**src/rtl/mem_port_arbiter.sv**
```systemverilog
// Two-requester (instruction fetch / load-store) arbiter for one shared memory port.
// Optional ARB_ROUND_ROBIN_EN: alternate simultaneous grants; default is fixed ls priority.
module mem_port_arbiter #(
    parameter int WAIT_STATES = 1
) (
    input  logic        clk,
    input  logic        rst,
    input  logic        if_req,
    input  logic [31:0] if_addr,
    output logic        if_gnt,
    output logic        if_rvalid,
    output logic [31:0] if_rdata,
    input  logic        ls_req,
    input  logic        ls_we,
    input  logic [31:0] ls_addr,
    input  logic [31:0] ls_wdata,
    output logic        ls_gnt,
    output logic        ls_rvalid,
    output logic [31:0] ls_rdata,
    output logic        mem_en,
    output logic        mem_we,
    output logic [31:0] mem_addr,
    output logic [31:0] mem_wdata,
    input  logic [31:0] mem_rdata,
    output logic        busy
);

    typedef enum logic [1:0] {
        ST_IDLE   = 2'd0,
        ST_ACCESS = 2'd1,
        ST_DONE   = 2'd2
    } state_t;

    localparam logic [2:0] LP_WS_LAST = 3'(WAIT_STATES);

    state_t      r_state;
    state_t      w_state_next;
    logic [2:0]  r_cnt;
    logic [2:0]  w_cnt_next;
    logic        r_sel_ls;
    logic        w_sel_ls_next;

    logic        r_if_gnt;
    logic        r_if_rvalid;
    logic [31:0] r_if_rdata;
    logic        r_ls_gnt;
    logic        r_ls_rvalid;
    logic [31:0] r_ls_rdata;
    logic        r_mem_en;
    logic        r_mem_we;
    logic [31:0] r_mem_addr;
    logic [31:0] r_mem_wdata;
    logic        r_busy;

    logic        w_if_gnt_next;
    logic        w_if_rvalid_next;
    logic [31:0] w_if_rdata_next;
    logic        w_ls_gnt_next;
    logic        w_ls_rvalid_next;
    logic [31:0] w_ls_rdata_next;
    logic        w_mem_en_next;
    logic        w_mem_we_next;
    logic [31:0] w_mem_addr_next;
    logic [31:0] w_mem_wdata_next;
    logic        w_busy_next;

    logic        w_start;
    logic        w_last;
    logic        w_pick_ls;

    assign w_start = (r_state == ST_IDLE) && (if_req || ls_req);
    assign w_last  = (r_cnt == LP_WS_LAST);

`ifdef ARB_ROUND_ROBIN_EN
    // r_rr_ls high means ls is favoured on the next simultaneous request.
    logic r_rr_ls;

    assign w_pick_ls = ls_req && (!if_req || r_rr_ls);

    always_ff @(posedge clk or posedge rst) begin
        if (rst) begin
            r_rr_ls <= 1'b1;
        end else if (w_start) begin
            r_rr_ls <= !w_pick_ls;
        end
    end
`else
    assign w_pick_ls = ls_req;
`endif

    always_ff @(posedge clk or posedge rst) begin
        if (rst) begin
            r_state  <= ST_IDLE;
            r_cnt    <= 3'd0;
            r_sel_ls <= 1'b0;
        end else begin
            r_state  <= w_state_next;
            r_cnt    <= w_cnt_next;
            r_sel_ls <= w_sel_ls_next;
        end
    end

    always_comb begin
        w_state_next     = r_state;
        w_cnt_next       = r_cnt;
        w_sel_ls_next    = r_sel_ls;
        w_if_gnt_next    = 1'b0;
        w_if_rvalid_next = 1'b0;
        w_if_rdata_next  = r_if_rdata;
        w_ls_gnt_next    = 1'b0;
        w_ls_rvalid_next = 1'b0;
        w_ls_rdata_next  = r_ls_rdata;
        w_mem_en_next    = 1'b0;
        w_mem_we_next    = r_mem_we;
        w_mem_addr_next  = r_mem_addr;
        w_mem_wdata_next = r_mem_wdata;

        case (r_state)
            ST_IDLE: begin
                if (w_start) begin
                    w_state_next  = ST_ACCESS;
                    w_cnt_next    = 3'd0;
                    w_sel_ls_next = w_pick_ls;
                    w_mem_en_next = 1'b1;
                    if (w_pick_ls) begin
                        w_ls_gnt_next    = 1'b1;
                        w_mem_we_next    = ls_we;
                        w_mem_addr_next  = ls_addr;
                        w_mem_wdata_next = ls_wdata;
                    end else begin
                        w_if_gnt_next    = 1'b1;
                        w_mem_we_next    = 1'b0;
                        w_mem_addr_next  = if_addr;
                        w_mem_wdata_next = 32'd0;
                    end
                end
            end
            ST_ACCESS: begin
                if (w_last) begin
                    // mem_rdata is captured on the final access cycle.
                    w_state_next  = ST_DONE;
                    w_cnt_next    = 3'd0;
                    w_mem_we_next = 1'b0;
                    if (r_sel_ls) begin
                        w_ls_rvalid_next = 1'b1;
                        w_ls_rdata_next  = r_mem_we ? 32'd0 : mem_rdata;
                    end else begin
                        w_if_rvalid_next = 1'b1;
                        w_if_rdata_next  = mem_rdata;
                    end
                end else begin
                    w_cnt_next    = r_cnt + 3'd1;
                    w_mem_en_next = 1'b1;
                end
            end
            ST_DONE: begin
                w_state_next = ST_IDLE;
            end
            default: begin
                w_state_next = ST_IDLE;
                w_cnt_next   = 3'd0;
            end
        endcase

        w_busy_next = (w_state_next != ST_IDLE);
    end

    always_ff @(posedge clk or posedge rst) begin
        if (rst) begin
            r_if_gnt    <= 1'b0;
            r_if_rvalid <= 1'b0;
            r_if_rdata  <= 32'd0;
            r_ls_gnt    <= 1'b0;
            r_ls_rvalid <= 1'b0;
            r_ls_rdata  <= 32'd0;
            r_mem_en    <= 1'b0;
            r_mem_we    <= 1'b0;
            r_mem_addr  <= 32'd0;
            r_mem_wdata <= 32'd0;
            r_busy      <= 1'b0;
        end else begin
            r_if_gnt    <= w_if_gnt_next;
            r_if_rvalid <= w_if_rvalid_next;
            r_if_rdata  <= w_if_rdata_next;
            r_ls_gnt    <= w_ls_gnt_next;
            r_ls_rvalid <= w_ls_rvalid_next;
            r_ls_rdata  <= w_ls_rdata_next;
            r_mem_en    <= w_mem_en_next;
            r_mem_we    <= w_mem_we_next;
            r_mem_addr  <= w_mem_addr_next;
            r_mem_wdata <= w_mem_wdata_next;
            r_busy      <= w_busy_next;
        end
    end

    assign if_gnt    = r_if_gnt;
    assign if_rvalid = r_if_rvalid;
    assign if_rdata  = r_if_rdata;
    assign ls_gnt    = r_ls_gnt;
    assign ls_rvalid = r_ls_rvalid;
    assign ls_rdata  = r_ls_rdata;
    assign mem_en    = r_mem_en;
    assign mem_we    = r_mem_we;
    assign mem_addr  = r_mem_addr;
    assign mem_wdata = r_mem_wdata;
    assign busy      = r_busy;

endmodule

```
**config.mk**
```make
export PLATFORM = sky130hd
export DESIGN_NAME = mem_port_arbiter
export DESIGN_NICKNAME = d
export VERILOG_FILES = /design/src/rtl/mem_port_arbiter.sv
export SDC_FILE = /design/constraint.sdc
export NUM_CORES = 1
export LEC_CHECK = 0
export ABC_CLOCK_PERIOD_IN_PS = 5400
export BUFFER_PORTS_ARGS = -buffer_cell sky130_fd_sc_hd__buf_2
export CAP_MARGIN = 20
export CORE_MARGIN = 2
export CORE_UTILIZATION = 47
export CTS_CLUSTER_DIAMETER = 100
export DETAILED_ROUTE_END_ITERATION = 16
export HOLD_SLACK_MARGIN = 0.03
export PLACE_DENSITY_LB_ADDON = 0.1
export SLEW_MARGIN = 40
export SYNTH_ARGS = -nofsm -noshare
export SYNTH_HDL_FRONTEND = slang
export SYNTH_SLANG_ARGS = --single-unit
```
**constraint.sdc**
```tcl
create_clock -name clk -period 5.4 [get_ports clk]
set_clock_uncertainty 0.05 [all_clocks]
set_input_delay 1.08 -clock clk [delete_from_list [all_inputs] [get_ports clk]]
set_output_delay 1.08 -clock clk [all_outputs]
set_load 0.02 [all_outputs]
```
## Word level (Yosys, flattened, before mapping)

Cells that the tools add are included.

- Flip-flop bits (word level): 141

- $add $sub $neg: 1
- Equal/unequal tests: 5
- Mux-type cells: 28
- Bitwise gates (word level): 2
- Reductions and logical operators: 10

Operator list:

| kind | count |
|---|---|
| $mux W32 | 3 |
| $mux W1 | 17 |
| $pmux W3 S3 | 1 |
| $reduce_and A3 Y1 | 3 |
| $mux W3 | 2 |
| $mux W2 | 2 |
| $ne A2 B2 Y1 const B | 2 |
| $pmux W1 S2 | 2 |
| $pmux W2 S2 | 1 |
| $reduce_and A2 Y1 | 2 |
| $reduce_bool A2 Y1 | 2 |
| $add A3 B1 Y3 const B | 1 |
| $eq A3 B1 Y1 const B | 1 |
| $eq A2 B1 Y1 const B | 1 |
| $eq A2 B2 Y1 const B | 1 |
| $logic_not A2 Y1 | 1 |
| $not A1 Y1 | 2 |
| $logic_and A1 B1 Y1 | 1 |
| $logic_or A1 B1 Y1 | 1 |

## Depth between registers and ports, before layout

Gate-level depths: netlist (run 1).

- Depth after elaboration: 5
- Gate-level depth with buffers: 6

## Worst setup path before layout (run 1)

No wires, ideal clock.

- Path kind: input to register
- Start point: in ls_req
- End point: reg r_mem_addr[10] (netlist: mem_addr[10])
- Library setup time: 0.126 ns
- Data arrival time: 2.295 ns
- Data required time: 5.224 ns
- Path slack: 2.929 ns
- Stages on the path: 6
- Cell sequence: clkbuf_1 nor2_1 or2_4 buf_6 buf_6 a221o_1

- Word-level cells in the longest chain between the ends: 3

Ends and longest elaborated chain:

| element | line | RTL |
|---|---|---|
| start: declaration | 13 | `input logic ls_req,` |
| $logic_or A1 B1 Y1 | 71 | `assign w_start = (r_state == ST_IDLE) && (if_req \|\| ls_req);` |
| $logic_and A1 B1 Y1 | 71 |  |
| $reduce_and A2 Y1 (no source line) | n/a |  |
| end signal: assignment | 190 | `r_mem_addr <= w_mem_addr_next;` |
| end: declaration | 51 | `logic [31:0] r_mem_addr;` |

Parallel ways exist; a longest one is shown, timed or not.
A chain may end at the register's enable or synchronous reset.

## Final worst setup path (run 1)

- Start point: in ls_req
- End point: reg r_mem_wdata[9] (netlist: mem_wdata[9])

- Word-level cells in the longest chain between the ends: 3

Ends and longest elaborated chain:

| element | line | RTL |
|---|---|---|
| $logic_or A1 B1 Y1 | 71 |  |
| $logic_and A1 B1 Y1 | 71 |  |
| $reduce_and A2 Y1 (no source line) | n/a |  |
| end signal: assignment | 191 | `r_mem_wdata <= w_mem_wdata_next;` |
| end: declaration | 52 | `logic [31:0] r_mem_wdata;` |

Parallel ways exist; a longest one is shown, timed or not.

==> flow_summary.toml, run 1 <==
[status]
status = "completed"

[yosys]
synth_cells = 398
synth_top_cell_by_area = "dfrtp_1"
syn_area_per_cell_um2 = 14.7
syn_nets = 531
async_flop_share_pct = 100
ys.flop_type = "dfrtp_1"
netlist_area_um2 = 5840
ys_ff_latch = 141
ys_seq_area_share_pct = 60.4
yosys-top-cells-area = "dfrtp_1, mux2_4, mux2_2"
yosys.cell_types.count = 28
synth_edf_count = 0
synth_warnings = 0
synth_most_common_cell = "dfrtp_1"
yosys-top-cells-count = "dfrtp_1, mux2_2, nor2b_1"
synth_top_area_share_pct = 60.4

[die]
die_w_um = 115
fp.coreArea_um2 = 12100
die_height_um = 115
ioPinCount = 268
num_rows = 40
start_util_pct = 48.4
dieArea_um2 = 13300

[cts]
cts_resized = 0
clock-sinks = 141
htree_levels = 4
cts_setup_buffers = 0
insertion_delay_ns = 0.41
root_buffer = "clkbuf_16"
cts_buffer_depth = 2
clk_pin_slew_ns = 0.06
numCtsBuffers = 17
cts-hold-fix-buffers = 0
cts_tree = "yes"

[grt]
grt_pass1_wl_um = 22700
antenna_found_initial = 0
grt_max_degree = 104
grt_pass1_vias = 4437
overflow = 0
track_usage_pct = 22.5

[timing]
timing.fmax_mhz = 336
setup_tns_ns = 0
fin_crit_sh_pct = 55.1
slew_headroom_pct = 50.2
setup-violations-final = 0
rsz0062_at_grt = "false"
worstMarginPinSlew_ns = 0.746
slew_viol_final = 0
final.min_clock_period_ns = 2.98
final_hold_viol_count = 0

[critical_path]
crit_required_ns = 5.70
startpoint_type = "input port"
cp_data_arrival_time_ns = 3.27
path_cells = "buf_2 > nor2_2 > buf_4 > or2_4 > a22o_1"
cp_max_fo = 66
regToRegSetupSlack_ns = 3.23
reg2reg_depth = 4
path_class = "input port to flop"
r2r_end = "mem_addr[9]"
slowest_stage = "or2_4"
worstSetupEndpointType = "flop"
r2r-start = "r_state[1]"
max_stage_delay_ns = 0.66

[layout]
fin_cells = 836
diodes = 0
nets = 788
drive_gt1_share_pct = 56.6
areaGrowthSynthToFinish_pct = 35.3

[drt]
drt-total-wl_um = 15100
wl_per_cell_um = 18.1
drc_errors = 0
firstDrtPassIters = 4
vias = 4425
vias_per_cell = 5.29
first_iter_violations = 228
ant_nets = 0

[min_path]
min_to = "ls_rdata[25]"
worstHoldStart = "ls_rdata[25]"
whs_path_depth = 1
worstHoldPathType = "flop to flop"

[placed_design]
dpl.hpwl_um = 10400
portBuffers = 267
gp_congestion = 0.815
placedCellCount = 804

[power_and_ir_drop]
power_leakage_nw = 4.03
ir_drop_mv = 0.291
power-per-cell-area_nw_per_um2 = 685

[flow_run]
cap_violations = 0
[layout make-up]
type	count	area, µm²
clock buffers	19	453
clock inverters	13	164
fillers	932	4160
inverters	3	18.8
multi-input cells	218	2130
flip-flops and latches	141	3530
well taps	168	210
repair buffers	274	1400
[flip-flops by register name (all words and copies together), names as in the netlist]
| register | cells |
|---|---|
| ls_gnt | 1 |
| busy | 1 |
| ls_rdata | 32 |
| r_cnt | 3 |
| ls_rvalid | 1 |
| if_rvalid | 1 |
| mem_addr | 32 |
| if_rdata | 32 |
| mem_we | 1 |
| if_gnt | 1 |
| mem_wdata | 32 |
| r_sel_ls | 1 |
| mem_en | 1 |
| r_state | 2 |
[report_power, final]
group	internal, mW	switching [mW]	leakage (nW)
logic	1.02	1.31	2.00
registers	1.56	0.323	1.73
clock network	0.752	0.450	0.299
total	3.34	2.08	4.03
[critical path, delay by kind of cell]
family,cells,cell delay (ns)
buffers and inverters,2,0.67
AOI/OAI and AO/OA,1,0.26
and+or+nand+nor,2,1.23
[metrics by stage]
step / instance area, µm² / total power, mW / util, % / worst slack (ns) / hold slack [ns]
after global placement: 7250 / 4.17 / 60.1 / 2.09 / 0.419
after CTS: 7910 / 5.46 / 65.5 / 2.47 / 0.454
after global routing: 7910 / 5.71 / 65.5 / 2.31 / 0.464
final: 7910 / 5.42 / 65.5 / 2.42 / 0.446
after floorplan: 5840 / 3.47 / - / 0.489 / 0.416
after detailed placement: 7290 / 4.24 / 60.4 / 2.04 / 0.437
[layout by cell type (no fill, tap or decap)]
master / instances
inv_8: 1
nand2_1: 1
nor2_2: 1
nor4b_4: 1
clkbuf_8: 2
mux2_2: 34
bufinv_16: 3
nor2_1: 3
dfrtp_1: 140
a22o_1: 32
nor3_1: 2
xor2_1: 1
o21ba_2: 1
nor2_4: 1
o21a_1: 2
nand3b_4: 1
mux2_1: 1
clkinvlp_4: 2
buf_2: 267
clkinv_4: 4
o2bb2ai_1: 3
inv_6: 1
inv_1: 2
mux2i_1: 1
or2_1: 1
or4_4: 1
buf_8: 2
mux2_4: 29
a21o_1: 2
dfrtp_2: 1
a221o_1: 32
clkinv_2: 3
buf_4: 5
or2_4: 1
nand2b_1: 1
clkbuf_16: 17
o21ai_0: 1
nor2b_1: 33
nor4b_1: 32
[cells by family after synthesis]
kind of cell,count (synthesis),synth area share [%]
compound gates,73,11.5
xor+xnor,1,0.150
buf+inv,39,3.43
simple gates,79,10.1
flops,141,60.4
mux,65,14.4
[per-layer routing]
metal	wire, µm	vias up	part of all wire (%)	track usage (%)
li1	-	2012	-	-
met1	6180	2179	41	27.6
met2	7540	207	50	37.2
met3	1080	27	7.1	7.11
met4	342	0	2.3	8.51
met5	0	-	0	0
[worst max path at each step]
stage / start / end / slack [ns] / cells past startpoint
2_1_floorplan: rst / busy / 0.49 / 1
3_3_place_gp: ls_req / mem_addr[12] / 2.09 / 5
3_5_place_dp: ls_req / mem_addr[9] / 2.04 / 5
4_1_cts: ls_req / mem_addr[9] / 2.47 / 5
5_1_grt: ls_req / mem_addr[2] / 2.31 / 5
6_report: ls_req / mem_wdata[9] / 2.42 / 5
(Power assumes the default switching activity.)
==> inputs of run 2 (changes only) <==
- ABC_CLOCK_PERIOD_IN_PS: 5400 -> 2880
- clock period: 5.4 -> 2.88 ns (I/O delays scaled with it)
==> run 2 against run 1 <==
Effect of this change: critical path depth fell by 1; critical path type is now flop to flop; setup slack lost 1.6 ns; clock power up 98%; global-route usage rose by 1.2 points; sequential power rose by 85%; count of clock-buffer cells in the layout did not move; via count shrank 0.72%; final cell count is 0.60% higher; first-iteration DRC count up 29%; routed wire length up 0.88%; critical endpoint is now if_rdata[6]; cell area rose by 0.82%.
==> flow_summary.toml, run 2 (synthesis results as in run 1) <==
[status]
status = "completed"

[power_and_ir_drop]
ir_drop_mv = 0.602
seqPwrFrac_pct = 33.8
total_power_mw = 10.3
combPwrFrac_pct = 43.1
power-per-cell-area_nw_per_um2 = 1290
power.internal_mw = 6.41
power_leakage_nw = 4.05
clkPwrFrac_pct = 23.1
sw_frac_of_total_pct = 37.8
p_switching_mw = 3.90

[grt]
track_usage_pct = 23.6
antenna_found_initial = 1
grt_pass1_vias = 4555
grt_max_degree = 103
grt_pass1_wl_um = 24000
overflow = 0

[drt]
drc_errors = 0
drt-total-wl_um = 15300
vias = 4393
firstDrtPassIters = 4
first_iter_violations = 293
wl_per_cell_um = 18.2
ant_nets = 0
vias_per_cell = 5.22

[layout]
finalInstanceArea_um2 = 7970
final_cell_mix = "buf_2, dfrtp_1, mux2_2"
drive_gt1_share_pct = 56.4
layout_commonest_cell = "buf_2"
nets = 792
areaGrowthSynthToFinish_pct = 36.5

[cts]
cts_setup_buffers = 0
root_buffer = "clkbuf_16"
cts_buffer_depth = 2
htree_levels = 4
cts-hold-fix-buffers = 0
clk_pin_slew_ns = 0.06
clock-sinks = 141
insertion_delay_ns = 0.40
cts_tree = "yes"
cts_resized = 0
numCtsBuffers = 17

[critical_path]
worstSetupEndpointType = "flop"
startpoint_type = "flop"
r2r_end = "if_rdata[6]"
cp_data_arrival_time_ns = 2.29
cp_max_fo = 33
regToRegSetupSlack_ns = 0.82
reg2reg_depth = 4
crit_required_ns = 3.11
path_class = "flop to flop"
r2r-start = "r_cnt[1]"

[placed_design]
gp_congestion = 0.797
portBuffers = 267
dpl.hpwl_um = 10500
pre_cts_slack_ns = 0.808
dpl-instance-area_um2 = 7320

[die]
num_rows = 40
die_height_um = 115
dieArea_um2 = 13300
die_w_um = 115
ioPinCount = 268
fp.coreArea_um2 = 12100
start_util_pct = 48.4

[timing]
final_hold_viol_count = 0
layout_setup_ws_ns = 0.818
fin_hold_ws_ns = 0.265
slew_headroom_pct = 49.6
timing.fmax_mhz = 485
rsz0062_at_grt = "false"
final.min_clock_period_ns = 2.06
setup_tns_ns = 0
fin_crit_sh_pct = 71.6
worstMarginPinSlew_ns = 0.755
slew_viol_final = 0
setup-violations-final = 0

[flow_run]
cap_violations = 0

[min_path]
worstHoldPathType = "input port to asynchronous set/reset pin"
-- run 2: cell count changes in the layout (fill, tap and decap cells not counted), moves of 2 or more --
cell       before  now
buf_4           5    9
clkbuf_8        2    0
clkinv_2        3    1
buf_8           2    0
clkbuf_1        0    2
buf_12          0    2
bufinv_16       3    5
-- run 2: metrics by stage --
stage / std cells / utilization (%)
global placement: 808 / 60.7
floorplan: 398 / -
CTS: 840 / 66.1
global route: 840 / 66.1
finish: 841 / 66.1
detailed placement: 808 / 60.7
-- run 2: final cells by class --
class	count	area (µm²)
well taps	168	210
clock inverters	13	214
repair buffers	278	1440
multi-input cells	218	2120
inverters	3	15.0
fillers	908	4090
flip-flops and latches	141	3530
diodes	1	2.50
clock buffers	19	433
-- run 2: routing by layer --
metal,vias up,GRT usage (%),part of all wire [%]
met5,-,0,0
met3,11,8.05,8.2
met1,2169,29.4,41
met2,194,39.3,50
li1,2019,-,-
met4,0,6.83,1.1
-- run 2: worst max-delay path by stage --
stage / startpoint / to / slack, ns / cells past startpoint
6_report: r_cnt[1] / if_rdata[6] / 0.82 / 4
5_1_grt: r_state[1] / mem_addr[0] / 0.73 / 4
4_1_cts: r_state[1] / mem_addr[11] / 0.81 / 4
3_5_place_dp: r_state[1] / mem_addr[11] / 0.81 / 4
3_3_place_gp: r_cnt[1] / if_rdata[11] / 0.85 / 4
2_1_floorplan: rst / busy / 0.49 / 1
-- run 2: worst max-delay path, stage by stage, from the launching register on --
cell and delay, ns:
dfrtp_1 0.42, nand3b_4 0.20, or4_2 0.55, buf_4 0.33, mux2_4 0.37
-- run 2: power groups by stage --
stage | registers (mW) | clock network (mW) | logic [mW]
after floorplan | 4.53 | 0 | 1.98
after global placement | 3.47 | 0 | 4.38
after detailed placement | 3.48 | 0 | 4.49
after CTS | 3.48 | 2.42 | 4.49
after global routing | 3.60 | 2.52 | 4.77
final | 3.48 | 2.38 | 4.44
==> inputs of run 3 (changes only) <==
- ABC_CLOCK_PERIOD_IN_PS: 2880 -> 1950
- clock period: 2.88 -> 1.95 ns (I/O delays scaled with it)
==> run 3 against run 2 <==
Effect of this change: register-to-register slack got worse by 0.71 ns; sequential power rose by 47%; combinational power rose by 51%; critical endpoint is now ls_rdata[11]; highest routed layer unchanged.
==> flow_summary.toml, run 3 (synthesis results as in run 1) <==
[status]
status = "completed"

[grt]
overflow = 0
grt_pass1_vias = 4535
grt_pass1_wl_um = 23500
track_usage_pct = 23.0
grt_max_degree = 82
antenna_found_initial = 1

[critical_path]
r2r_end = "ls_rdata[11]"
path_cells = "nand3b_4 > buf_4 > nor4b_4 > buf_4 > mux2_2"
slowest_stage = "dfrtp_1"
startpoint_type = "flop"
r2r-start = "r_cnt[1]"
regToRegSetupSlack_ns = 0.11
cp-endpoint = "ls_rdata[11]"
crit_required_ns = 2.19
crit_start = "r_cnt[1]"
path_class = "flop to flop"
cp_data_arrival_time_ns = 2.08
cp_max_fo = 11
reg2reg_depth = 5
worstSetupEndpointType = "flop"
cpMostUsedCell = "buf_4"
max_stage_delay_ns = 0.42

[timing]
setup-violations-final = 0
rsz0062_at_grt = "false"
final_hold_viol_count = 0
slew_headroom_pct = 49.6
worstMarginPinSlew_ns = 0.756
final.min_clock_period_ns = 1.84
layout_setup_ws_ns = 0.106
slew_viol_final = 0
timing.fmax_mhz = 542
fin_crit_sh_pct = 94.6

[cts]
cts_setup_buffers = 0
numCtsBuffers = 17
clk_pin_slew_ns = 0.06
cts-hold-fix-buffers = 0
cts_tree = "yes"
insertion_delay_ns = 0.41
cts_buffer_depth = 2
cts_resized = 0
clock-sinks = 141
htree_levels = 4
root_buffer = "clkbuf_16"

[drt]
vias = 4401
first_iter_violations = 275
firstDrtPassIters = 4
drt-total-wl_um = 15100
drc_errors = 0
ant_nets = 0
vias_per_cell = 5.18
wl_per_cell_um = 17.8

[power_and_ir_drop]
total_power_mw = 15.1
power-per-cell-area_nw_per_um2 = 1880
ir_drop_mv = 0.878
power_leakage_nw = 4.10

[die]
ioPinCount = 268
die_w_um = 115
num_rows = 40
dieArea_um2 = 13300
die_height_um = 115
fp.coreArea_um2 = 12100
start_util_pct = 48.4

[layout]
fin_cells = 849
drive_gt1_share_pct = 57.1
final_cell_mix = "buf_2, dfrtp_1, mux2_2"
layout_commonest_cell = "buf_2"
areaGrowthSynthToFinish_pct = 37.8
nets = 800

[placed_design]
portBuffers = 267
pre_cts_slack_ns = 0.0628
dpl.hpwl_um = 10500
gp_congestion = 0.759
placedCellCount = 815

[min_path]
worstHoldPathType = "input port to asynchronous set/reset pin"

[flow_run]
cap_violations = 0
run 3: routing by layer:
metal / vias up / GRT usage [%] / routed length, µm
li1: 2026 / - / -
met1: 2158 / 28.3 / 6150
met2: 203 / 38.0 / 7610
met3: 14 / 8.26 / 1180
met4: 0 / 7.23 / 180
met5: - / 0 / 0
run 3: through the flow:
stage	instance area (µm²)	utilization, %	setup TNS, ns	hold WS [ns]
finish	8050	66.7	0	0.0421
global route	8050	66.7	0	0.0575
CTS	8020	66.5	0	0.0530
detailed placement	7410	61.4	0	0.424
global placement	7410	61.4	0	0.418
floorplan	5840	-	-35.68	0.416
run 3: worst min path at each step:
stage / cells past startpoint / endpoint / slack (ns) / startpoint
5_1_grt: 3 / ls_rdata[19] / 0.06 / rst
3_5_place_dp: 1 / ls_rdata[25] / 0.42 / ls_rdata[25]
3_3_place_gp: 1 / ls_rdata[25] / 0.42 / ls_rdata[25]
6_report: 3 / if_rdata[19] / 0.04 / rst
4_1_cts: 3 / ls_rdata[19] / 0.05 / rst
2_1_floorplan: 1 / r_sel_ls / 0.42 / r_sel_ls
run 3: area by class of cell:
type                    instances  area [µm²]
fillers                       908        4010
inverters                       3        15.0
clock buffers                  19         443
diodes                          1        2.50
well taps                     168         210
repair buffers                286        1560
flip-flops and latches        141        3530
multi-input cells             218        2130
clock inverters                13         164
run 3: where the power goes:
part,internal (mW),leakage (nW),switching [mW],total [mW]
Combinational,2.99,2.08,3.73,6.72
Clock,2.05,0.294,1.22,3.27
Sequential,4.32,1.73,0.808,5.12
run 3: critical path, delay by kind of cell (launching register included):
family | cells | cell delay [ns]
buffers and inverters | 2 | 0.42
DFF | 1 | 0.42
muxes | 1 | 0.36
and+or+nand+nor | 2 | 0.48
